<file path="config.mk">
export PLATFORM = sky130hd
export DESIGN_NAME = controller_flat
export DESIGN_NICKNAME = d
export VERILOG_FILES = /design/src/rtl/controller_if.sv /design/src/rtl/controller.sv /design/src/flat_wrapper.sv
export SDC_FILE = /design/constraint.sdc
export NUM_CORES = 1
export LEC_CHECK = 0
export BUFFER_PORTS_ARGS = -buffer_cell sky130_fd_sc_hd__buf_4
export CAP_MARGIN = 20
export CORE_MARGIN = 2
export CORE_UTILIZATION = 28
export CTS_CLUSTER_SIZE = 20
export DETAILED_ROUTE_END_ITERATION = 16
export GPL_TIMING_DRIVEN = 0
export SYNTH_ARGS = -nofsm -noshare
export SYNTH_HDL_FRONTEND = slang
export SYNTH_SLANG_ARGS = --single-unit
</file>
<file path="constraint.sdc">
create_clock -name clk -period 4.3 [get_ports clk]
set_clock_uncertainty 0.05 [all_clocks]
set_input_delay 0.86 -clock clk [delete_from_list [all_inputs] [get_ports clk]]
set_output_delay 0.86 -clock clk [all_outputs]
set_load 0.005 [all_outputs]
</file>
<file path="src/rtl/controller_if.sv">
// ---------------------------------------------------------------------------
// controller_if
//
// Groups the signals between the matrix-vector sequencing controller and
// the blocks around it:
//   - register file side : running (start/enable level), width (N), finish
//   - matrix BRAM port   : mbram_clk, mbram_en, mbram_addr[11:0]
//   - vector BRAM port   : vbram_clk, vbram_en, vbram_we, vbram_addr[9:0]
//   - MAC datapath tags  : zero_in, last, rows_done
//
// master : the controller (drives the BRAM ports, tags and finish)
// slave  : the surrounding system (drives running and width)
// ---------------------------------------------------------------------------
interface controller_if;
    logic        running;
    logic [8:0]  width;
    logic        mbram_clk;
    logic        mbram_en;
    logic [11:0] mbram_addr;
    logic        vbram_clk;
    logic        vbram_en;
    logic        vbram_we;
    logic [9:0]  vbram_addr;
    logic        zero_in;
    logic        last;
    logic        rows_done;
    logic        finish;

    modport master (
        input  running, width,
        output mbram_clk, mbram_en, mbram_addr,
        output vbram_clk, vbram_en, vbram_we, vbram_addr,
        output zero_in, last, rows_done, finish
    );

    modport slave (
        output running, width,
        input  mbram_clk, mbram_en, mbram_addr,
        input  vbram_clk, vbram_en, vbram_we, vbram_addr,
        input  zero_in, last, rows_done, finish
    );
endinterface

</file>
<file path="src/rtl/controller.sv">
// ---------------------------------------------------------------------------
// controller
//
// Sequencing controller for the 6-lane matrix-vector multiply engine.
// Walks an N x N matrix in row groups of 6: for each group it issues N
// matrix/vector reads, waits for the MAC pipeline to drain, then writes the
// group result to vector BRAM address 512+g. zero_in/last tag the first and
// final product of each group as they reach the accumulator.
//
// Ports:
//   clk  : system clock
//   rstn : synchronous active-low reset
//   bus  : controller_if.master (register file, BRAM ports, datapath tags)
//
// Parameters:
//   DELAY_MUL : multiplier pipeline depth (cycles)
//   DELAY_ADD : lane adder-tree depth (cycles)
//   DELAY_ACC : accumulator depth from last to valid result (cycles)
//
// All outputs except the BRAM clocks are registered. The output registers
// are loaded from the values belonging to the *next* state, so the outputs
// seen during a cycle always describe the state occupied in that cycle.
// ---------------------------------------------------------------------------
module controller #(
    parameter int unsigned DELAY_MUL = 2,
    parameter int unsigned DELAY_ADD = 1,
    parameter int unsigned DELAY_ACC = 3
) (
    input  logic          clk,
    input  logic          rstn,
    controller_if.master  bus
);

    // Read latency (1) plus multiplier and adder tree.
    localparam int unsigned L1        = 1 + DELAY_MUL + DELAY_ADD;
    localparam int unsigned DRAIN_LEN = L1 + DELAY_ACC;
    localparam logic [7:0]  DRAIN_LAST = 8'(DRAIN_LEN - 1);

    typedef enum logic [2:0] {
        ST_IDLE  = 3'd0,
        ST_ISSUE = 3'd1,
        ST_DRAIN = 3'd2,
        ST_WRITE = 3'd3,
        ST_DONE  = 3'd4
    } state_t;

    state_t      state_q, state_d;
    logic [8:0]  n_q, n_d;          // latched matrix dimension
    logic [8:0]  k_q, k_d;          // column index within the group
    logic [8:0]  g_q, g_d;          // row group index
    logic [9:0]  rb_q, rb_d;        // first row of the group (6*g)
    logic [11:0] m_q, m_d;          // running matrix address, never reset between groups
    logic [7:0]  dcnt_q, dcnt_d;    // drain cycle counter

    // Token shift registers: index 0 holds the token of the current issue
    // cycle, index L1 is the tap seen by the datapath L1 cycles later.
    logic [L1:0] zsr_q, zsr_d;
    logic [L1:0] lsr_q, lsr_d;
    logic        ztok, ltok;

    logic        mbram_en_q, mbram_en_d;
    logic [11:0] mbram_addr_q, mbram_addr_d;
    logic        vbram_en_q, vbram_en_d;
    logic        vbram_we_q, vbram_we_d;
    logic [9:0]  vbram_addr_q, vbram_addr_d;
    logic        rows_done_q, rows_done_d;
    logic        finish_q, finish_d;

    // -----------------------------------------------------------------------
    // Next-state and counter logic
    // -----------------------------------------------------------------------
    always_comb begin
        state_d = state_q;
        n_d     = n_q;
        k_d     = k_q;
        g_d     = g_q;
        rb_d    = rb_q;
        m_d     = m_q;
        dcnt_d  = dcnt_q;

        case (state_q)
            ST_IDLE: begin
                if (bus.running) begin
                    n_d     = bus.width;
                    k_d     = 9'd0;
                    g_d     = 9'd0;
                    rb_d    = 10'd0;
                    m_d     = 12'd0;
                    state_d = (bus.width == 9'd0) ? ST_DONE : ST_ISSUE;
                end
            end
            ST_ISSUE: begin
                if (!bus.running) begin
                    state_d = ST_IDLE;
                end else begin
                    m_d = m_q + 12'd1;
                    if (k_q == n_q - 9'd1) begin
                        k_d     = 9'd0;
                        dcnt_d  = 8'd0;
                        state_d = ST_DRAIN;
                    end else begin
                        k_d = k_q + 9'd1;
                    end
                end
            end
            ST_DRAIN: begin
                if (!bus.running) begin
                    state_d = ST_IDLE;
                end else if (dcnt_q == DRAIN_LAST) begin
                    state_d = ST_WRITE;
                end else begin
                    dcnt_d = dcnt_q + 8'd1;
                end
            end
            ST_WRITE: begin
                if (!bus.running) begin
                    state_d = ST_IDLE;
                end else if (rb_q + 10'd6 >= {1'b0, n_q}) begin
                    // This group covered the final rows.
                    state_d = ST_DONE;
                end else begin
                    g_d     = g_q + 9'd1;
                    rb_d    = rb_q + 10'd6;
                    state_d = ST_ISSUE;
                end
            end
            ST_DONE: begin
                if (!bus.running) begin
                    state_d = ST_IDLE;
                end
            end
            default: begin
                state_d = ST_IDLE;
            end
        endcase
    end

    // -----------------------------------------------------------------------
    // Output values for the upcoming cycle
    // -----------------------------------------------------------------------
    always_comb begin
        mbram_en_d   = 1'b0;
        mbram_addr_d = 12'd0;
        vbram_en_d   = 1'b0;
        vbram_we_d   = 1'b0;
        vbram_addr_d = 10'd0;
        rows_done_d  = 1'b0;
        finish_d     = 1'b0;
        ztok         = 1'b0;
        ltok         = 1'b0;

        case (state_d)
            ST_ISSUE: begin
                mbram_en_d   = 1'b1;
                mbram_addr_d = m_d;
                vbram_en_d   = 1'b1;
                vbram_addr_d = {1'b0, k_d};
                ztok         = (k_d == 9'd0);
                ltok         = (k_d == n_d - 9'd1);
            end
            ST_WRITE: begin
                vbram_en_d   = 1'b1;
                vbram_we_d   = 1'b1;
                vbram_addr_d = 10'd512 + {1'b0, g_d};
                rows_done_d  = 1'b1;
            end
            ST_DONE: begin
                finish_d = 1'b1;
            end
            default: begin
            end
        endcase

        // Entering IDLE (abort or end of run) flushes in-flight tokens so no
        // stray zero_in/last reach the datapath.
        if (state_d == ST_IDLE) begin
            zsr_d = '0;
            lsr_d = '0;
        end else begin
            zsr_d = {zsr_q[L1-1:0], ztok};
            lsr_d = {lsr_q[L1-1:0], ltok};
        end
    end

    // -----------------------------------------------------------------------
    // Registers
    // -----------------------------------------------------------------------
    always_ff @(posedge clk) begin
        if (!rstn) begin
            state_q      <= ST_IDLE;
            n_q          <= 9'd0;
            k_q          <= 9'd0;
            g_q          <= 9'd0;
            rb_q         <= 10'd0;
            m_q          <= 12'd0;
            dcnt_q       <= 8'd0;
            zsr_q        <= '0;
            lsr_q        <= '0;
            mbram_en_q   <= 1'b0;
            mbram_addr_q <= 12'd0;
            vbram_en_q   <= 1'b0;
            vbram_we_q   <= 1'b0;
            vbram_addr_q <= 10'd0;
            rows_done_q  <= 1'b0;
            finish_q     <= 1'b0;
        end else begin
            state_q      <= state_d;
            n_q          <= n_d;
            k_q          <= k_d;
            g_q          <= g_d;
            rb_q         <= rb_d;
            m_q          <= m_d;
            dcnt_q       <= dcnt_d;
            zsr_q        <= zsr_d;
            lsr_q        <= lsr_d;
            mbram_en_q   <= mbram_en_d;
            mbram_addr_q <= mbram_addr_d;
            vbram_en_q   <= vbram_en_d;
            vbram_we_q   <= vbram_we_d;
            vbram_addr_q <= vbram_addr_d;
            rows_done_q  <= rows_done_d;
            finish_q     <= finish_d;
        end
    end

    assign bus.mbram_clk  = clk;
    assign bus.vbram_clk  = clk;
    assign bus.mbram_en   = mbram_en_q;
    assign bus.mbram_addr = mbram_addr_q;
    assign bus.vbram_en   = vbram_en_q;
    assign bus.vbram_we   = vbram_we_q;
    assign bus.vbram_addr = vbram_addr_q;
    assign bus.zero_in    = zsr_q[L1];
    assign bus.last       = lsr_q[L1];
    assign bus.rows_done  = rows_done_q;
    assign bus.finish     = finish_q;

endmodule

</file>
<file path="src/flat_wrapper.sv">
// flat-port wrapper written by rule: the top's interface ports become plain ports
module controller_flat 
#(
    parameter int unsigned DELAY_MUL = 2,
    parameter int unsigned DELAY_ADD = 1,
    parameter int unsigned DELAY_ACC = 3
)
  (clk, rstn, bus_running, bus_width, bus_mbram_clk, bus_mbram_en, bus_mbram_addr, bus_vbram_clk, bus_vbram_en, bus_vbram_we, bus_vbram_addr, bus_zero_in, bus_last, bus_rows_done, bus_finish);
  controller_if bus_i ();
  input  logic clk;
  input  logic rstn;
  input wire logic [$bits(bus_i.running)-1:0] bus_running;
  input wire logic [$bits(bus_i.width)-1:0] bus_width;
  output wire logic [$bits(bus_i.mbram_clk)-1:0] bus_mbram_clk;
  output wire logic [$bits(bus_i.mbram_en)-1:0] bus_mbram_en;
  output wire logic [$bits(bus_i.mbram_addr)-1:0] bus_mbram_addr;
  output wire logic [$bits(bus_i.vbram_clk)-1:0] bus_vbram_clk;
  output wire logic [$bits(bus_i.vbram_en)-1:0] bus_vbram_en;
  output wire logic [$bits(bus_i.vbram_we)-1:0] bus_vbram_we;
  output wire logic [$bits(bus_i.vbram_addr)-1:0] bus_vbram_addr;
  output wire logic [$bits(bus_i.zero_in)-1:0] bus_zero_in;
  output wire logic [$bits(bus_i.last)-1:0] bus_last;
  output wire logic [$bits(bus_i.rows_done)-1:0] bus_rows_done;
  output wire logic [$bits(bus_i.finish)-1:0] bus_finish;
  assign bus_i.running = bus_running;
  assign bus_i.width = bus_width;
  assign bus_mbram_clk = bus_i.mbram_clk;
  assign bus_mbram_en = bus_i.mbram_en;
  assign bus_mbram_addr = bus_i.mbram_addr;
  assign bus_vbram_clk = bus_i.vbram_clk;
  assign bus_vbram_en = bus_i.vbram_en;
  assign bus_vbram_we = bus_i.vbram_we;
  assign bus_vbram_addr = bus_i.vbram_addr;
  assign bus_zero_in = bus_i.zero_in;
  assign bus_last = bus_i.last;
  assign bus_rows_done = bus_i.rows_done;
  assign bus_finish = bus_i.finish;
  controller #(.DELAY_MUL(DELAY_MUL), .DELAY_ADD(DELAY_ADD), .DELAY_ACC(DELAY_ACC)) u_core (.clk(clk), .rstn(rstn), .bus(bus_i));
endmodule
</file>
==> results.cfg <==
[status]
status = finished, final reports clean

[route]
via_count = 4348
drc = 0
wire_per_inst_um = 14.57
viasPerCell = 4.880
drt_first_pass_iters = 5
drt_wl_total_mm = 12.98
drt_iter0_drc = 312
ant_nets = 0

[global_routing]
grt_max_degree = 17
grt-ovfl-total = 0
grt_usage = 0.1380
grt_antenna_before_repair = 0
grt_pass1_vias = 4233
grt_pass1_wl_mm = 21.45

[power]
ir_drop_uv = 294.2
powerDensity_nw_per_um2 = 369.1
power.leakage_nw = 2.374

[floorplanning]
die_x_um = 139.1
std_cell_rows = 49
die_area_um2 = 19340
die_y_um = 139.1
initial_utilization = 0.2853
coreArea_um2 = 17900
io_pins = 43

[yosys]
synth_commonest_cells = dfxtp_1, nor2_1, nand2_1
yosys.cell_types.count = 72
syn_avg_cell_area_um2 = 8.484
seq_area_frac_synth = 0.3724
synthFlopType = dfxtp_1
yosysWarningCount = 0
ys_ff_latch = 95
synth_nets = 631
synthTopCellsByArea = dfxtp_1, nor2_1, ha_1, xnor2_1, xor2_1
syn_inst = 602
post-synth-top-count-cell = dfxtp_1
yosysTopAreaCell = dfxtp_1
synth_area_um2 = 5107
synth_top_area_frac = 0.3724
async_reset_ff_frac = 0
synth_edf_count = 0

[run]
drv_cap = 0

[critical_path]
end_kind = register
crit_slowest_cell = nor4b_1
cp.arrival_ns = 4.28
crit_path_cell_trace = clkbuf_1 -> nor4b_1 -> clkbuf_1 -> buf_2 -> mux2i_1 -> ha_1 -> o21a_1 -> nand4_1 -> xor2_1 -> xnor2_1 -> nand2b_1 -> a2111oi_4
critPathMaxStageDelay_ns = 0.46
worstPathRequired_ns = 4.60
timing.rr.start = u_core.state_q[2]
worstRegToRegCells = 12
reg2reg_slack_ns = 0.59
crit_type = in -> reg
critPathMaxFanout = 10
crit_top_cell = clkbuf_1
crit_path_start_kind = input pin
crit_start = bus_running

[sta]
rsz0062_at_grt = false
min_period_over_period = 0.9254
setup_ws_ns = 0.3209
worstMarginPinSlew_ns = 0.7954
fin_crit_ns = 3.979
hold_viol = 0
slew_headroom = 0.4652
max_freq_mhz = 251.3
fin_tns_setup_ns = 0
finalSetupViolations = 0
slew_viol_final = 0

[placement]
port_buffers = 40
place.gp.congestion = 0.8696
post-place-ws_ns = -0.07193
place_hpwl_mm = 9.777

[cts]
clkTransAtPathRegs_ns = 0.07
postCtsSetupRepairBufs = 0
cts_tree = built
hold_buffers = 0
cts_resized = 0
clock_latency_ns = 0.46

[finish]
layout-drive-gt1-share = 0.1420
syn2layout_area_growth_pct = 19.94
num_antenna_cells = 0
fin_nets = 686
fill_cells = 1893

[hold_path]
worstHoldStart = u_core.zsr_q[2]
hold_path.class = reg -> reg
whs_path_depth = 2
## cell type report
class                      count  area (um2)  share of cell area
buffer                        32       148.9             0.02431
clock buffer                  16       354.1             0.05780
clock inverter                 6       92.59             0.01511
inverter                      34       127.6             0.02083
multi-input combinational    441        2929              0.4781
sequential                    95        1902              0.3105
tap                          229       286.5             0.04677
timing repair buffer          38       285.3             0.04657
## sequential cells by signal, indices dropped and copies added, names as in the netlist
register,flops
u_core.bus.mbram_addr,12
u_core.m_q,12
u_core.bus.vbram_addr,10
u_core.g_q,9
u_core.k_q,9
u_core.n_q,9
u_core.rb_q,9
u_core.dcnt_q,8
u_core.lsr_q,5
u_core.zsr_q,5
u_core.state_q,3
u_core.bus.finish,1
u_core.bus.mbram_en,1
u_core.bus.vbram_en,1
u_core.bus.vbram_we,1
## critical path: cells and delay by family
kind                       cells  cell delay, ns
xor gates and xnor gates       2            0.40
buffers and inverters          3            1.20
and+or+nand+nor                3            0.71
AOI/OAI and AO/OA              2            0.59
adders and majority gates      1            0.22
muxes                          1            0.29
## cell usage in the layout, fill, tap and decap left out, drive strengths merged, types with 3 or more instances in the layout
cell type	netlist	final
o21ai	21	21
ha	17	17
nand3	17	17
and2	23	23
a211oi	20	20
a31oi	3	3
and3	14	14
nor2	77	77
clkbuf	21	35
mux2i	11	11
or3	9	9
a21o	7	7
dfxtp	95	95
nand2b	4	4
and4	3	3
o21a	4	4
inv	33	34
a2111oi	3	3
buf	11	51
nor3b	3	3
a22oi	3	3
nor3	16	16
nand4	13	13
nand4b	3	3
nor4	11	11
nor4b	3	3
a21oi	22	22
xnor2	24	24
nand3b	3	3
mux2	6	6
xor2	19	19
nand2	39	39
nor2b	12	12
## final timing paths
kind | to
worst max-delay path | u_core.lsr_q[0]
worst min-delay path | u_core.zsr_q[3]
worst max register to register | u_core.lsr_q[0]
worst min register to register | u_core.zsr_q[3]
## per-layer routing
metal	wire, um	GRT usage	vias to the layer above	share of wire
met5	0	0	-	0
met4	275	0.05369	0	0.021
met3	760	0.03695	21	0.059
met2	5893	0.2157	113	0.45
met1	6050	0.1820	1987	0.47
li1	-	-	2227	-
## cells by family (layout without fill, tap and decap cells)
kind of cell | count (synthesis) | after routing | synth area share
compound gates | 108 | 108 | 0.1622
fa+ha+maj | 17 | 17 | 0.04165
buf+inv | 66 | 126 | 0.05414
flops | 95 | 95 | 0.3724
mux | 17 | 17 | 0.03479
xor+xnor | 43 | 43 | 0.07374
simple gates | 256 | 256 | 0.2611
## stage by stage
step                instance area [um2]  utilization  power, mW  instances  hold slack (ns)
floorplan                          5107            -      1.123        602           0.3449
global placement                   5694       0.3181      1.214        871           0.3504
detailed placement                 5694       0.3181      1.214        871           0.3525
CTS                                6126       0.3422      2.298        891           0.3622
global route                       6126       0.3422      2.362        891           0.3712
finish                             6126       0.3422      2.261        891           0.3585
## where the power goes
part           internal (mW)  switching (mW)
clock network          0.731           0.391
registers              0.890         0.00930
logic                 0.0900           0.150
total                   1.71           0.551
No activity file was read; power rests on OpenSTA's default activity.
